`config.mk`:
```
export PLATFORM = sky130hd
export DESIGN_NAME = flash_op_arb
export DESIGN_NICKNAME = d
export VERILOG_FILES = /design/src/rtl/flash_op_arb.sv
export SDC_FILE = /design/constraint.sdc
export NUM_CORES = 1
export LEC_CHECK = 0
export ABC_CLOCK_PERIOD_IN_PS = 3800
export BUFFER_PORTS_ARGS = -buffer_cell sky130_fd_sc_hd__buf_2
export CAP_MARGIN = 20
export CORE_MARGIN = 5
export CORE_UTILIZATION = 40
export CTS_CLUSTER_DIAMETER = 100
export DETAILED_ROUTE_END_ITERATION = 6
export GPL_ROUTABILITY_DRIVEN = 0
export PLACE_DENSITY = 0.7
export SYNTH_ARGS = -nofsm -noshare
export SYNTH_HDL_FRONTEND = slang
export SYNTH_SLANG_ARGS = --single-unit
```
`constraint.sdc`:
```
create_clock -name clk_i -period 3.8 [get_ports clk_i]
set_clock_uncertainty 0.05 [all_clocks]
set_input_delay 0.57 -clock clk_i [delete_from_list [all_inputs] [get_ports clk_i]]
set_output_delay 0.57 -clock clk_i [all_outputs]
set_load 0.005 [all_outputs]
```
`src/rtl/flash_op_arb.sv`:
```
// Two-requester flash operation arbiter: host reads and controller read/program/erase
// share one flash command port, with round-robin arbitration and an ack timeout.
module flash_op_arb #(
   parameter int AddrW         = 16,
   parameter int DataWidth     = 32,
   parameter int TimeoutCycles = 4096
) (
   input  logic                 clk_i,
   input  logic                 rst_i,
   // host read port
   input  logic                 host_req_i,
   input  logic [AddrW-1:0]     host_addr_i,
   input  logic                 host_part_i,
   output logic                 host_gnt_o,
   output logic                 host_rvalid_o,
   output logic [DataWidth-1:0] host_rdata_o,
   output logic                 host_rerr_o,
   // controller port
   input  logic                 ctrl_req_i,
   input  logic [1:0]           ctrl_op_i,
   input  logic [AddrW-1:0]     ctrl_addr_i,
   input  logic                 ctrl_part_i,
   input  logic [DataWidth-1:0] ctrl_wdata_i,
   output logic                 ctrl_gnt_o,
   output logic                 ctrl_done_o,
   output logic [DataWidth-1:0] ctrl_rdata_o,
   output logic                 ctrl_err_o,
   // flash command port
   output logic                 flash_rd_o,
   output logic                 flash_prog_o,
   output logic                 flash_pg_erase_o,
   output logic                 flash_bk_erase_o,
   output logic [AddrW-1:0]     flash_addr_o,
   output logic                 flash_part_o,
   output logic [DataWidth-1:0] flash_prog_data_o,
   input  logic                 flash_ack_i,
   input  logic [DataWidth-1:0] flash_rd_data_i,
   input  logic                 flash_init_busy_i,
   output logic                 busy_o
);

   typedef enum logic [1:0] {StIdle, StIssue, StWait} state_e;
   typedef enum logic [1:0] {OpRead = 2'd0, OpProg = 2'd1, OpPgErase = 2'd2, OpBkErase = 2'd3} op_e;

   localparam int            CntW   = $clog2(TimeoutCycles + 1);
   localparam logic [CntW-1:0] CntMax = CntW'(TimeoutCycles);

   state_e          state_q;
   logic            src_ctrl_q;   // 1: operation in flight belongs to the controller
   logic            ptr_q;        // 1: controller wins the next tie
   logic [CntW-1:0] cnt_q;

   logic can_grant;
   logic gnt_host;
   logic gnt_ctrl;
   op_e  grant_op;
   logic ack_hit;
   logic timeout_hit;

   // Grants are combinational so a lone request is accepted in the cycle it is seen;
   // reset masks them because state_q is only meaningful after the first reset edge.
   assign can_grant = (state_q == StIdle) && !flash_init_busy_i && !rst_i;
   assign gnt_host  = can_grant && host_req_i && (!ctrl_req_i || !ptr_q);
   assign gnt_ctrl  = can_grant && ctrl_req_i && (!host_req_i ||  ptr_q);
   assign grant_op  = gnt_ctrl ? op_e'(ctrl_op_i) : OpRead;

   assign host_gnt_o = gnt_host;
   assign ctrl_gnt_o = gnt_ctrl;
   assign busy_o     = (state_q != StIdle);

   // Ack wins over a coinciding timeout, so the timeout only fires without ack.
   assign ack_hit     = (state_q == StWait) && flash_ack_i;
   assign timeout_hit = (state_q == StWait) && !flash_ack_i && (cnt_q == CntMax);

   // NOTE: every register here is sequential state, so only non-blocking assignments;
   // pulse outputs get a default of 0 at the top of the clocked branch.
   always_ff @(posedge clk_i) begin
      if (rst_i) begin
         state_q           <= StIdle;
         src_ctrl_q        <= 1'b0;
         ptr_q             <= 1'b0;
         cnt_q             <= '0;
         host_rvalid_o     <= 1'b0;
         host_rdata_o      <= '0;
         host_rerr_o       <= 1'b0;
         ctrl_done_o       <= 1'b0;
         ctrl_rdata_o      <= '0;
         ctrl_err_o        <= 1'b0;
         flash_rd_o        <= 1'b0;
         flash_prog_o      <= 1'b0;
         flash_pg_erase_o  <= 1'b0;
         flash_bk_erase_o  <= 1'b0;
         flash_addr_o      <= '0;
         flash_part_o      <= 1'b0;
         flash_prog_data_o <= '0;
      end else begin
         host_rvalid_o    <= 1'b0;
         host_rerr_o      <= 1'b0;
         ctrl_done_o      <= 1'b0;
         ctrl_err_o       <= 1'b0;
         flash_rd_o       <= 1'b0;
         flash_prog_o     <= 1'b0;
         flash_pg_erase_o <= 1'b0;
         flash_bk_erase_o <= 1'b0;

         unique case (state_q)
            StIdle: begin
               if (gnt_host || gnt_ctrl) begin
                  state_q           <= StIssue;
                  src_ctrl_q        <= gnt_ctrl;
                  ptr_q             <= gnt_host;
                  flash_addr_o      <= gnt_ctrl ? ctrl_addr_i  : host_addr_i;
                  flash_part_o      <= gnt_ctrl ? ctrl_part_i  : host_part_i;
                  flash_prog_data_o <= gnt_ctrl ? ctrl_wdata_i : '0;
                  // The command is registered here so it is visible during StIssue.
                  flash_rd_o        <= (grant_op == OpRead);
                  flash_prog_o      <= (grant_op == OpProg);
                  flash_pg_erase_o  <= (grant_op == OpPgErase);
                  flash_bk_erase_o  <= (grant_op == OpBkErase);
               end
            end
            StIssue: begin
               state_q <= StWait;
               cnt_q   <= CntW'(1);
            end
            StWait: begin
               if (ack_hit || timeout_hit) begin
                  state_q <= StIdle;
                  cnt_q   <= '0;
                  if (src_ctrl_q) begin
                     ctrl_done_o <= 1'b1;
                     ctrl_err_o  <= timeout_hit;
                     if (ack_hit) ctrl_rdata_o <= flash_rd_data_i;
                  end else begin
                     host_rvalid_o <= 1'b1;
                     host_rerr_o   <= timeout_hit;
                     if (ack_hit) host_rdata_o <= flash_rd_data_i;
                  end
               end else if (cnt_q != CntMax) begin
                  cnt_q <= cnt_q + CntW'(1);
               end
            end
            default: state_q <= StIdle;
         endcase
      end
   end

endmodule

```
==> out/results.tsv <==
metric	value	unit
outcome	completed	
drive_gt1_share	33.4	%
core	12600	sq um
peakVddDrop	0.231	mV
area_growth	36.4	%
crit_arrival	2.22	ns
utilization	55.6	%
crit_chain	inv_1 > ha_1 > nor3b_4 > and3_2 > buf_2	
cap_violations	0	
die_h	123	um
drtIter0Drc	310	
ioPinCount	230	
hpwl	9990	um
critical_path.endpoint_type	primary output	
drc_errors	0	
required	3.18	ns
p_seq_share	42.1	%
rsz0062_at_grt	false	
crit_path_top_delay_cell	and3_2	
syn_nets	703	
critPathLaunchType	register	
hold-worst-slack	0.303	ns
synth.most_common_cell	dfxtp_1	
synth.distinct_cells	32	
power.switching_fraction	24.5	%
syn_inst	591	
ys_seq_area_share	53.9	%
post_cts_buffers	0	
wl_per_cell	14.3	um
synth_area_per_cell	8.67	sq um
yosysWarningCount	0	
min_period_over_period	74.9	%
grt_util_all_layers	18.2	%
dieWidth	123	um
fill_cells	1180	
dpl_worst_slack	1.12	ns
finalPower	3.74	mW
r2r_end	flash_prog_data_o[22]	
p_comb_share	13.6	%
r2r-start	state_q[0]	
numCtsBuffers	17	
clock_path_buffers	2	
ys_seq_elements	138	
maxSlewHeadroom	38.2	%
synth-main-ff-cell	dfxtp_1	
design_area	6980	sq um
synth_top_area_share	53.9	%
instances_no_fill	990	
drv_slew	0	
clk_latency	0.41	ns
cts_tree	done	
io_buffers	229	
synthTopCellsByArea	dfxtp_1, nand2_1, a21oi_1	
first_pass_iters	4	
clkPwrFrac	44.3	%
worstHoldStart	ctrl_op_i[0]	
grt_pass1_wl	21700	um
finalHoldViolations	0	
yosys.area.top_type	dfxtp_1	
ff_latch_area	2760	sq um
finalWorstSetupSlack	0.956	ns
multi_input_area	2140	sq um
internal_power	2.83	mW
place_inst	958	
via_count	4804	
n_antenna_cell	0	
drt_wl_total	14200	um
powerDensity	536	nW/um^2
clock-sinks	138	
hold_class	primary input to register	
syn_area	5120	sq um
reg2reg_depth	8	
period_minus_slack	2.84	ns
synth_edf_count	0	
root_buffer	clkbuf_16	
overflow	0	
power_switching	0.917	mW
start_util	40.7	%
die_area	15200	sq um
ant_nets	0	
ctsHoldBuffers	0	
num-nets-final	918	
cts_resized	0	
path_clk_slew	0.05	ns
grt_max_degree	74	
htree_num_levels	4	
p_leak	3.06	nW
holdPathEnd	flash_pg_erase_o	
rows	41	
via_per_inst	4.85	
antenna_found_initial	0	
placed_cell_area	6360	sq um
synth-async-reset-ratio	0	%
whs_path_depth	2	
tightest_slew	0.926	ns
setup_viol	0	
synth_commonest_cells	dfxtp_1, nand2_1, a21oi_1, nor2_1, a22oi_1	
worstSetupPathType	register to primary output	
cpPeakStageDelay	0.67	ns
worst-path-max-fanout	28	
max_freq	352	MHz
grt_pass1_vias	4469	
ff2ff_setup_slack	1.30	ns
setup_tns	0	ns
-- state kept, by name, indices dropped and copies added (netlist names), 2 cells and up --
signal             count
host_rdata_o          32
flash_prog_data_o     32
ctrl_rdata_o          32
state_q                2
cnt_q                 13
flash_addr_o          16
-- worst max path at each step --
stage	start	to	cells after the start
2_1_floorplan	rst_i	ctrl_gnt_o	5
3_3_place_gp	rst_i	cnt_q[10]	5
3_5_place_dp	rst_i	cnt_q[7]	5
4_1_cts	state_q[0]	ctrl_gnt_o	5
5_1_grt	state_q[0]	ctrl_gnt_o	5
6_report	state_q[0]	ctrl_gnt_o	5
-- cell type report --
type / instances / area share (%)
repair buffers: 238 / 17.7
multi-input cells: 403 / 30.7
inverters: 8 / 0.430
clock inverters: 8 / 1.68
clock buffers: 23 / 6.84
flip-flops and latches: 138 / 39.6
well taps: 172 / 3.08
-- power groups by stage --
| stage | combinational, mW | sequential (mW) | clock, mW |
|---|---|---|---|
| global route | 0.569 | 1.59 | 1.76 |
| CTS | 0.506 | 1.58 | 1.69 |
| finish | 0.509 | 1.57 | 1.66 |
| floorplan | 0.304 | 1.61 | 0 |
| detailed placement | 0.502 | 1.60 | 0 |
| global placement | 0.499 | 1.60 | 0 |
-- layout by cell type (no fill, tap or decap), types with 5 or more instances in the layout --
cell         n
a211oi_1    17
nor2_1      68
mux2i_1     20
inv_1        8
ha_1         6
clkbuf_16   17
a22oi_1     32
buf_4        9
dfxtp_1    138
a21oi_1     69
xnor2_1      7
nand2_1    137
buf_2      228
nand2b_1     8
nor3_1       5
-- critical path, delay by kind of cell (launching register included) --
| kind | cells | cell delay, ns |
|---|---|---|
| buf+inv | 2 | 0.35 |
| simple gates | 2 | 0.93 |
| fa+ha+maj | 1 | 0.22 |
| flops | 1 | 0.32 |
-- cell families after synthesis --
| logic type | share of synthesized area (%) |
|---|---|
| AO/OA/AOI/OAI | 15.0 |
| XOR/XNOR | 1.88 |
| adder cells (fa/ha/maj) | 1.47 |
| buffers and inverters | 4.35 |
| flip-flops | 53.9 |
| multiplexers | 3.91 |
| AND/OR/NAND/NOR | 19.4 |
-- per-layer routing --
| metal | global-route usage, % | part of all wire, % | vias to the layer above |
|---|---|---|---|
| met4 | 6.85 | 1.2 | 0 |
| met2 | 28.4 | 46 | 187 |
| met1 | 22.5 | 42 | 2193 |
| li1 | - | - | 2412 |
| met5 | 0 | 0 | - |
| met3 | 7.73 | 11 | 12 |
No activity file was read; power rests on OpenSTA's default activity.
